**config.mk**
```make
export PLATFORM = sky130hd
export DESIGN_NAME = lock_sequencer
export DESIGN_NICKNAME = d
export VERILOG_FILES = /design/src/rtl/lock_sequencer.sv
export SDC_FILE = /design/constraint.sdc
export NUM_CORES = 1
export LEC_CHECK = 0
export ABC_AREA = 1
export CAP_MARGIN = 40
export CORE_MARGIN = 2
export CORE_UTILIZATION = 50
export CTS_CLUSTER_SIZE = 10
export DETAILED_ROUTE_END_ITERATION = 10
export PLACE_DENSITY = 0.79
export SLEW_MARGIN = 20
export SYNTH_ARGS = -nofsm -noshare
export SYNTH_HDL_FRONTEND = slang
export SYNTH_SLANG_ARGS = --single-unit
```
**constraint.sdc**
```tcl
create_clock -name clk -period 1.5 [get_ports clk]
set_input_delay 0.375 -clock clk [delete_from_list [all_inputs] [get_ports clk]]
set_output_delay 0.375 -clock clk [all_outputs]
set_load 0.01 [all_outputs]
```
**src/rtl/lock_sequencer.sv**
```systemverilog
// Digital lock sequencer: keypad entry buffer, code check, fail/lockout timing,
// auto-relock and in-session code programming.
module lock_sequencer #(
  parameter int DIGITS         = 4,
  parameter int DIGIT_W        = 4,
  parameter logic [DIGITS*DIGIT_W-1:0] DEFAULT_CODE = 16'h1234,
  parameter int MAX_FAILS      = 3,
  parameter int FAIL_CYCLES    = 4,
  parameter int UNLOCK_CYCLES  = 10,
  parameter int LOCKOUT_CYCLES = 20
) (
  input  logic                         clk,
  input  logic                         rst,
  input  logic                         key_valid,
  input  logic [DIGIT_W-1:0]           key_digit,
  input  logic                         key_clear,
  input  logic                         submit,
  input  logic                         set_code,
  output logic                         unlock_led,
  output logic                         fail_led,
  output logic                         lockout_led,
  output logic                         ready_for_input,
  output logic [$clog2(DIGITS+1)-1:0]  entry_count
);

  // state     | meaning
  // S_IDLE    | collecting digits for an unlock attempt
  // S_CHECK   | one-cycle compare of entry against stored code
  // S_UNLOCKED| lock open, relocks when the timer expires
  // S_FAIL    | wrong-code indication, inputs ignored
  // S_LOCKOUT | too many consecutive failures, inputs ignored
  // S_PROGRAM | collecting a new code while open
  typedef enum logic [2:0] {
    S_IDLE, S_CHECK, S_UNLOCKED, S_FAIL, S_LOCKOUT, S_PROGRAM
  } state_t;

  localparam int CODE_W = DIGITS * DIGIT_W;
  localparam int CW     = $clog2(DIGITS + 1);
  localparam int FW     = $clog2(MAX_FAILS + 1);
  localparam int TMAX_A = (FAIL_CYCLES > UNLOCK_CYCLES) ? FAIL_CYCLES : UNLOCK_CYCLES;
  localparam int TMAX   = (TMAX_A > LOCKOUT_CYCLES) ? TMAX_A : LOCKOUT_CYCLES;
  localparam int TW     = $clog2(TMAX + 1);

  state_t              state_q, state_d;
  logic [CODE_W-1:0]   buf_q, buf_d;
  logic [CW-1:0]       count_q, count_d;
  logic [FW-1:0]       fails_q, fails_d;
  logic [CODE_W-1:0]   code_q, code_d;
  logic [TW-1:0]       timer_q, timer_d;

  logic                full;
  logic                take_key;
  logic [CODE_W-1:0]   shifted;

  assign full     = (count_q == CW'(DIGITS));
  assign take_key = key_valid && !full;
  assign shifted  = (buf_q << DIGIT_W) | CODE_W'(key_digit);

  always_ff @(posedge clk) begin
    if (rst) begin
      state_q <= S_IDLE;
      buf_q   <= '0;
      count_q <= '0;
      fails_q <= '0;
      code_q  <= DEFAULT_CODE;
      timer_q <= '0;
    end else begin
      state_q <= state_d;
      buf_q   <= buf_d;
      count_q <= count_d;
      fails_q <= fails_d;
      code_q  <= code_d;
      timer_q <= timer_d;
    end
  end

  always_comb begin
    state_d = state_q;
    buf_d   = buf_q;
    count_d = count_q;
    fails_d = fails_q;
    code_d  = code_q;
    timer_d = timer_q;
    case (state_q)
      S_IDLE: begin
        if (key_clear) begin
          buf_d   = '0;
          count_d = '0;
        end else if (submit && full) begin
          state_d = S_CHECK;
        end else if (take_key) begin
          buf_d   = shifted;
          count_d = count_q + 1'b1;
        end
      end
      S_CHECK: begin
        buf_d   = '0;
        count_d = '0;
        if (buf_q == code_q) begin
          state_d = S_UNLOCKED;
          fails_d = '0;
          timer_d = TW'(UNLOCK_CYCLES - 1);
        end else if (fails_q == FW'(MAX_FAILS - 1)) begin
          state_d = S_LOCKOUT;
          timer_d = TW'(LOCKOUT_CYCLES - 1);
        end else begin
          state_d = S_FAIL;
          fails_d = fails_q + 1'b1;
          timer_d = TW'(FAIL_CYCLES - 1);
        end
      end
      S_UNLOCKED: begin
        if (key_clear || timer_q == '0) begin
          state_d = S_IDLE;
        end else if (set_code) begin
          state_d = S_PROGRAM;
          timer_d = TW'(UNLOCK_CYCLES - 1);
        end else begin
          timer_d = timer_q - 1'b1;
        end
      end
      S_FAIL: begin
        if (timer_q == '0) state_d = S_IDLE;
        else               timer_d = timer_q - 1'b1;
      end
      S_LOCKOUT: begin
        if (timer_q == '0) begin
          state_d = S_IDLE;
          fails_d = '0;
        end else begin
          timer_d = timer_q - 1'b1;
        end
      end
      S_PROGRAM: begin
        if (key_clear || timer_q == '0) begin
          state_d = S_IDLE;
          buf_d   = '0;
          count_d = '0;
        end else if (submit && full) begin
          state_d = S_IDLE;
          code_d  = buf_q;
          buf_d   = '0;
          count_d = '0;
        end else begin
          timer_d = timer_q - 1'b1;
          if (take_key) begin
            buf_d   = shifted;
            count_d = count_q + 1'b1;
          end
        end
      end
      default: state_d = S_IDLE;
    endcase
  end

  always_comb begin
    unlock_led      = 1'b0;
    fail_led        = 1'b0;
    lockout_led     = 1'b0;
    ready_for_input = 1'b0;
    case (state_q)
      S_IDLE:     ready_for_input = 1'b1;
      S_UNLOCKED: unlock_led = 1'b1;
      S_PROGRAM: begin
        unlock_led      = 1'b1;
        ready_for_input = 1'b1;
      end
      S_FAIL:     fail_led = 1'b1;
      S_LOCKOUT: begin
        fail_led    = 1'b1;
        lockout_led = 1'b1;
      end
      default: ;
    endcase
  end

  assign entry_count = count_q;

endmodule

```
Word-level counts from Yosys, hierarchy flattened
Index checks and enable logic that the tools add are counted.
{"block": "word_totals", "output_inout_bits": 7, "regBits": 45, "input_bits": 10}
{"block": "classes", "eq_ne": 20, "bitwise_logic": 2, "muxes": 38, "n_reduce_logical": 17, "addsub": 3}
{"operator": "$mux 16", "count": 5}
{"operator": "$pmux 16 s3", "count": 1}
{"operator": "$mux 3", "count": 14}
{"operator": "$mux 5", "count": 7}
{"operator": "$pmux 5 s4", "count": 1}
{"operator": "$eq 16x16->1", "count": 1}
{"operator": "$or 16x4->16", "count": 1}
{"operator": "$pmux 3 s5", "count": 1}
{"operator": "$ne 2x2->1 const B", "count": 7}
{"operator": "$ne 3x3->1 const B", "count": 4}
{"operator": "$reduce_and 5->1", "count": 2}
{"operator": "$eq 3x3->1 const B", "count": 3}
{"operator": "$pmux 3 s3", "count": 1}
{"operator": "$eq 3x2->1 const B", "count": 2}
{"operator": "$mux 2", "count": 3}
{"operator": "$reduce_and 3->1", "count": 2}
{"operator": "$reduce_or 2->1", "count": 3}
{"operator": "$logic_not 5->1", "count": 1}
{"operator": "$sub 5x1->5 const B", "count": 1}
{"operator": "$mux 1", "count": 4}
{"operator": "$pmux 2 s2", "count": 1}
{"operator": "$reduce_bool 4->1", "count": 1}
{"operator": "$add 3x1->3 const B", "count": 1}
{"operator": "$eq 3x1->1 const B", "count": 1}
{"operator": "other kinds (11)", "count": 12}

Depth between registers and ports, before layout
Gate-level depths: netlist (run 1).
{"block": "depth", "ltp_word": 7, "ltp_mapped": 12, "ltp_nobuf": 12}

Worst setup path before layout (run 1)
Ideal clock, no wire load.
{"block": "synth_timing", "path_type": "register -> register", "startpoint": "reg count_q[0] (netlist: entry_count[0])", "endpoint": "reg buf_q[0]", "path_slack_ns": -0.063, "arrival_time_ns": 1.446, "path_buffers": 1, "period_less_slack_ns": 1.563, "required_time_ns": 1.383, "stages_incl_launch_ff": 10, "cell_sequence": "dfxtp_1 -> inv_1 -> ha_1 -> nand3_1 -> o21ai_2 -> nand2_2 -> inv_1 -> o21ai_4 -> buf_6 -> nor2_1"}
{"block": "synth_via", "elab_chain_len": 7, "elab_cells_between_ends": 12, "cone_classes": "2 x eq/ne; 6 x mux; 4 x reduce/logical"}
{"item": "start: declaration", "line": "46", "text": "logic [CW-1:0] count_q, count_d;"}
{"item": "start signal: assignment", "line": "70", "text": "count_q <= count_d;"}
{"item": "$eq 3x3->1 (*)", "line": "55", "text": "assign full = (count_q == CW'(DIGITS));"}
{"item": "$logic_not 1->1", "line": "56", "text": "assign take_key = key_valid && !full;"}
{"item": "$logic_and 1x1->1", "line": "56"}
{"item": "$mux 16"}
{"item": "$mux 16 (on tied branches) (2 in a row)"}
{"item": "$pmux 16 s3", "line": "84", "text": "case (state_q)"}
{"item": "end signal: assignment", "line": "69", "text": "buf_q <= buf_d;"}
{"item": "end: declaration", "line": "45", "text": "logic [CODE_W-1:0] buf_q, buf_d;"}
Mark *: on every way between the ends. The rest lies on a longest branch, timed or not. The select of a mux whose other input is x is not followed.
A chain may end at the register's enable or synchronous reset.

Final worst setup path (run 1)
{"block": "layout_timing", "startpoint": "reg timer_q[0]", "endpoint": "reg buf_q[10]"}
{"block": "layout_via", "elab_chain_len": 4}
{"item": "start: declaration", "line": "49", "text": "logic [TW-1:0] timer_q, timer_d;"}
{"item": "start signal: assignment", "line": "73", "text": "timer_q <= timer_d;"}
{"item": "$logic_not 5->1", "line": "135", "text": "if (key_clear || timer_q == '0) begin"}
{"item": "$logic_or 1x1->1", "line": "135"}
{"item": "$mux 16", "line": "135"}
{"item": "$pmux 16 s3", "line": "84"}
No other way between the ends.

==> results.py, run 1 <==
metrics = {
    "logic_synthesis": {
        "syn-mean-instance-area_sq_um": 6.49,
        "synthCells": 364,
        "synth_top_family_by_area": "simple AND/OR/NAND/NOR gates",
        "synth_compound_area_frac": 0.147,
        "synth_fa_ha_area_frac": 0.0212,
        "synth_fp_nets": 378,
        "muxShareOfSynthArea": 0,
        "ys_ff_latch": 45,
        "synth_simple_gate_area_share": 0.330,
        "synth_cell_types": 31,
        "synth_seq_area_share": 0.382,
        "synth_area_sq_mm": 0.00236,
        "synth-xor-area-share": 0.00371,
        "yosys_warnings": 0,
    },
    "grt": {
        "antenna_found_initial": 0,
        "grtUsageTotal": 0.247,
        "grt_overflow": 0,
        "grt_pass1_wl_mm": 10.3,
        "grt_max_degree": 21,
        "first_global_vias": 2314,
    },
    "finish": {
        "layout-drive-gt1-share": 0.339,
        "finish.utilization": 0.762,
        "area_growth_pct": 43.3,
        "layout.cells.non_filler": 474,
        "fin_nets": 435,
        "n_antenna_cell": 0,
    },
    "sta": {
        "fin_skew_ps": 7.06,
        "final_max_slew_viol_count": 0,
        "whs_ps": 473,
        "fmax_mhz": 600,
        "period_share": 1.11,
        "hold_viol": 0,
        "layout_setup_ws_ps": -167,
        "worstMarginPinSlew_ps": 239,
        "setup_viol": 47,
        "slew_headroom": 0.840,
        "rsz0062_at_grt": "true",
        "layout_min_cycle_time_ps": 1670,
    },
    "die": {
        "core_area_sq_mm": 0.00444,
        "start_util": 0.531,
        "die_area_sq_mm": 0.00529,
        "die_w_microns": 72.7,
        "die_h_microns": 72.7,
        "rows": 24,
        "ioPinCount": 17,
    },
    "critical_path": {
        "r2r_slack_ps": -170,
        "path_max_fanout": 13,
        "cp.required_ps": 1700,
        "arrival_ps": 1870,
        "crit_type": "flop to flop",
        "end_kind": "flop",
        "start_kind": "flop",
    },
    "clocking": {
        "cts_hold_buf": 0,
        "tritoncts": "built",
        "cts-htree-levels": 2,
        "clock_sinks": 45,
        "cts_buffers": 5,
        "clk_latency_ps": 300,
        "ctsLongestPathBuffers": 2,
        "path_clk_slew_ps": 90,
        "clockRootBuffer": "clkbuf_8",
    },
    "job": {
        "drv_cap": 0,
    },
    "route": {
        "routed_wl_mm": 6.98,
        "antenna_left": 0,
        "via_per_inst": 5.34,
        "avgRoutedWirePerCell_microns": 14.7,
        "via_count": 2529,
        "drc_errors": 0,
        "firstDrtPassIters": 5,
        "drt_iter0_markers": 217,
    },
    "place": {
        "placed_cells": 452,
        "dp_worst_setup_slack_ps": -381,
        "gp_congestion": 0.903,
        "hpwl_mm": 3.58,
        "io_buffers": 16,
    },
    "outcome": {
        "outcome": "complete, but fails checks",
        "violations": "setup timing",
    },
    "worst_hold_path": {
        "hold_path.class": "flop to flop",
    },
    "pwr": {
        "p_total_mw": 5.53,
        "p_leak_nw": 1.50,
        "power_per_cell_area_mw_per_mm2": 1640,
        "ir_drop_v": 0.00121,
    },
}
-- final cells by class --
cell class                      instances  area [sq um]
Clock buffer                            6          72.6
Sequential cell                        45           923
Timing Repair Buffer                   59           633
Fill cell                             291          1060
Clock inverter                          2          38.8
Multi-Input combinational cell        251          1420
Inverter                               59           229
Tap cell                               52          65.1
-- repair_timing --
item | CTS | global route
setup endpoints to repair | 50 | 49
pin swaps | 18 | 17
hold endpoints to repair | 0 | 0
cloned | 2 | 1
resized for setup | 79 | 62
setup buffers | 8 | 5
-- stage by stage --
step,instance area [sq um],setup TNS (ps)
4_1_cts,3190,-1970
3_3_place_gp,2810,-11390
6_report,3380,-5220
3_5_place_dp,2810,-13580
5_1_grt,3380,-7770
2_1_floorplan,2360,0
-- report_power, final --
group,leakage [nW],switching [mW],internal (mW),total (mW)
combinational,1.07,1.72,1.37,3.09
clock,0.0554,0.427,0.500,0.927
sequential,0.372,0.131,1.39,1.52
-- synth_stat cells, drive strengths merged --
master / instances / area (sq um)
a21oi: 30 / 154
a31oi: 1 / 6.26
buf: 7 / 46.3
clkbuf: 2 / 7.51
dfxtp: 45 / 901
ha: 4 / 50.1
inv: 59 / 221
nand2: 130 / 503
nand3: 13 / 77.6
nand4: 3 / 25.0
nor2: 32 / 140
nor3: 1 / 5.00
o211ai: 5 / 37.5
o21ai: 27 / 150
or2: 4 / 27.5
xor2: 1 / 8.76
-- registers in the layout, indices dropped and copies added, names as in the netlist --
| register | cells |
|---|---|
| state_q | 3 |
| timer_q | 5 |
| fails_q | 2 |
| buf_q | 16 |
| code_q | 16 |
| entry_count | 3 |
-- routing by layer --
layer / up-vias / global-route usage / part of all wire
met1: 1174 / 0.306 / 0.40
met3: 16 / 0.0456 / 0.060
met2: 101 / 0.435 / 0.52
met4: 0 / 0.0761 / 0.027
li1: 1238 / - / -
met5: - / 0 / 0
-- kinds of logic (layout without fill, tap and decap cells) --
family | after synthesis | count (layout)
compound gates | 63 | 63
fa+ha+maj | 4 | 4
xor+xnor | 1 | 1
flops | 45 | 45
buf+inv | 68 | 126
simple gates | 183 | 183
-- final timing paths --
path,startpoint,cells past startpoint,to
max,timer_q[0],9,buf_q[10]
max reg2reg,timer_q[0],9,buf_q[10]
min reg2reg,timer_q[4],2,timer_q[4]
min,timer_q[4],2,timer_q[4]
-- critical path: stages (launching register included) --
cell     delay [ps]
dfxtp_2         330
inv_2            70
ha_4            130
nand4_1         200
buf_4           220
nand4_1         120
o21ai_2          90
o21ai_4         180
buf_12          160
nor2_1           50
-- placed cells by master (no fill, tap or decap), types with 4 or more instances in the layout --
master / n
nand2_2: 17
a21oi_2: 17
clkbuf_8: 5
o211ai_1: 5
dfxtp_1: 31
a21oi_1: 12
buf_12: 8
clkdlybuf4s50_1: 7
inv_2: 10
buf_6: 12
nand3_1: 9
nand2_1: 109
dfxtp_2: 12
dlygate4sd2_1: 4
buf_4: 26
o21ai_2: 4
o21ai_0: 7
nor2_4: 5
nor2_1: 25
inv_1: 46
nand2_4: 4
o21ai_1: 14
Power figures use the tool's default switching activity.
==> run 2, diff against run 1 <==
CORE_UTILIZATION = 52   (was 50)
MAX_ROUTING_LAYER = met4   (was not set)
PLACE_DENSITY = 0.82   (was 0.79)
==> run 2 against run 1 <==
Compared with the run above: the flow still finishes with violations (setup timing); wire length up 55%; first-iteration DRC count up 96%; utilization up 9.2 points; hold slack better by 32 ps; sequential share of layout area down 2.0 points; critical path type unchanged; largest power group unchanged; highest routed layer unchanged.
==> results.py, run 2 (synthesis gave the netlist of run 1 again) <==
metrics = {
    "worst_hold_path": {
        "holdPathEnd": "buf_q[4]",
        "hold_path.class": "flop to flop",
        "min_path_cells": 2,
        "hold_start": "buf_q[0]",
    },
    "die": {
        "ioPinCount": 17,
        "die_h_microns": 71.4,
        "start_util": 0.542,
        "die_w_microns": 71.4,
        "core_area_sq_mm": 0.00435,
        "rows": 24,
        "die_area_sq_mm": 0.00510,
    },
    "critical_path": {
        "timing.rr.end": "timer_q[4]",
        "start_kind": "flop",
        "crit_type": "flop to flop",
        "cp.required_ps": 1690,
        "r2r_start": "buf_q[14]",
        "r2r_slack_ps": -280,
        "cp_num_buf_inv": 2,
        "end_kind": "flop",
        "slowest_stage": "dfxtp_1",
        "reg2reg_depth": 12,
        "crit_chain": "inv_1 > nand2_1 > nand2_1 > nor2_1 > nand2_1 > nor2_1 > nand2_2 > buf_4 > nand3_1 > nand2_1 > nand2_1 > a21oi_1",
        "path_delay_family": "simple AND/OR/NAND/NOR gates",
        "path_max_fanout": 7,
        "arrival_ps": 1970,
        "max_stage_delay_ps": 380,
        "cp_common_cell": "nand2_1",
    },
    "route": {
        "drt-met1-wl_mm": 3.63,
        "via_per_inst": 6.38,
        "dr.max_layer_used": "met4",
        "wl_met2_mm": 5.10,
        "drt_iter0_markers": 426,
        "wl_met3_mm": 1.18,
        "via_count": 3114,
        "firstDrtPassIters": 7,
        "antenna_left": 0,
        "routed_wl_mm": 10.8,
        "avgRoutedWirePerCell_microns": 22.1,
        "drc_errors": 0,
    },
    "pwr": {
        "ir_drop_v": 0.00120,
        "swShare": 0.459,
        "p_seq_frac": 0.244,
        "p_sw_mw": 2.96,
        "power_per_cell_area_mw_per_mm2": 1730,
        "combPwrFrac": 0.607,
        "p_int_mw": 3.48,
        "clkPwrFrac": 0.149,
        "p_leak_nw": 1.63,
    },
    "sta": {
        "layout_min_cycle_time_ps": 1780,
        "period_share": 1.18,
        "fmax_mhz": 563,
        "layout_setup_ws_ps": -275,
        "worstMarginPinSlew_ps": 270,
        "fin_skew_ps": 7.81,
        "slew_headroom": 0.820,
        "hold_viol": 0,
        "setup_viol": 49,
        "rsz0062_at_grt": "true",
        "final_max_slew_viol_count": 0,
    },
    "finish": {
        "fin_nets": 449,
        "final_cell_mix": "nand2_1 (91), inv_1 (45), buf_4 (38), dfxtp_1 (27), nand2_2 (26)",
        "n_antenna_cell": 0,
        "largestRegisters": "buf_q: 16 flops, code_q: 16 flops, timer_q: 5 flops",
        "layout_commonest_cell": "nand2_1",
        "nFillCells": 175,
        "area_growth_pct": 57.4,
        "design_area_sq_mm": 0.00372,
        "layout-drive-gt1-share": 0.459,
    },
    "clocking": {
        "path_clk_slew_ps": 90,
        "cts_hold_buf": 0,
        "cts_buffers": 5,
        "clock_sinks": 45,
        "clk_latency_ps": 310,
        "tritoncts": "built",
        "ctsLongestPathBuffers": 2,
        "clockRootBuffer": "clkbuf_8",
        "cts-htree-levels": 2,
    },
    "outcome": {
        "outcome": "complete, but fails checks",
        "violations": "setup timing",
    },
    "place": {
        "io_buffers": 16,
        "dp_worst_setup_slack_ps": -364,
        "hpwl_mm": 3.94,
        "place_area_sq_mm": 0.00282,
        "gp_congestion": 0.943,
    },
    "grt": {
        "first_global_vias": 2777,
        "grtUsageTotal": 0.334,
        "grt_pass1_wl_mm": 12.9,
        "grt_max_degree": 15,
        "grt_overflow": 0,
        "antenna_found_initial": 0,
    },
    "job": {
        "drv_cap": 0,
    },
}
-- run 2: power groups by stage --
stage / sequential [mW] / combinational, mW / clock [mW]
floorplan: 1.50 / 1.39 / 0
global placement: 1.50 / 2.21 / 0
detailed placement: 1.51 / 2.30 / 0
CTS: 1.51 / 3.07 / 0.914
global route: 1.58 / 4.08 / 0.982
finish: 1.57 / 3.90 / 0.962
-- run 2: per-layer routing --
layer	vias to the layer above	global-route usage
met5	-	-
met4	0	0.166
li1	1271	-
met2	321	0.575
met1	1406	0.367
met3	116	0.0633
-- run 2: cell type report --
| class | instances | area, sq um | area share |
|---|---|---|---|
| multi-input combinational | 251 | 1620 | 0.436 |
| sequential | 45 | 938 | 0.252 |
| timing repair buffer | 73 | 747 | 0.201 |
| inverter | 59 | 234 | 0.0629 |
| clock buffer | 6 | 72.6 | 0.0195 |
| tap | 52 | 65.1 | 0.0175 |
| clock inverter | 2 | 38.8 | 0.0104 |
-- run 2: worst max path at each step --
| stage | from | to | slack (ps) | cells after the start |
|---|---|---|---|---|
| final | buf_q[14] | timer_q[4] | -280 | 12 |
| after global placement | submit | code_q[3] | -300 | 7 |
| after detailed placement | submit | code_q[8] | -360 | 7 |
| after global routing | buf_q[2] | timer_q[4] | -340 | 12 |
| after CTS | entry_count[0] | entry_count[2] | -120 | 11 |
| after floorplan | entry_count[1] | buf_q[0] | 4 | 9 |
-- run 2: through the flow --
stage	hold slack [ps]	instances	setup TNS (ps)	util	power, mW
2_1_floorplan	439	364	0	-	2.89
6_report	505	488	-7840	0.854	6.44
5_1_grt	519	488	-10350	0.854	6.64
3_5_place_dp	455	456	-13430	0.647	3.81
4_1_cts	468	481	-2830	0.789	5.50
3_3_place_gp	453	456	-11690	0.647	3.71
-- run 2: repair_timing --
item,4_1_cts,5_1_grt
gates resized for setup,114,97
cloned,5,0
endpoints found under the setup margin,52,49
endpoints found under the hold margin,0,0
pin swaps,33,37
setup buffers,12,11
-- run 2: tightest hold or removal path, cell delays in order (launching register included) --
cell and delay [ps]:
dfxtp_4 370, nand2_4 70, a21oi_2 40
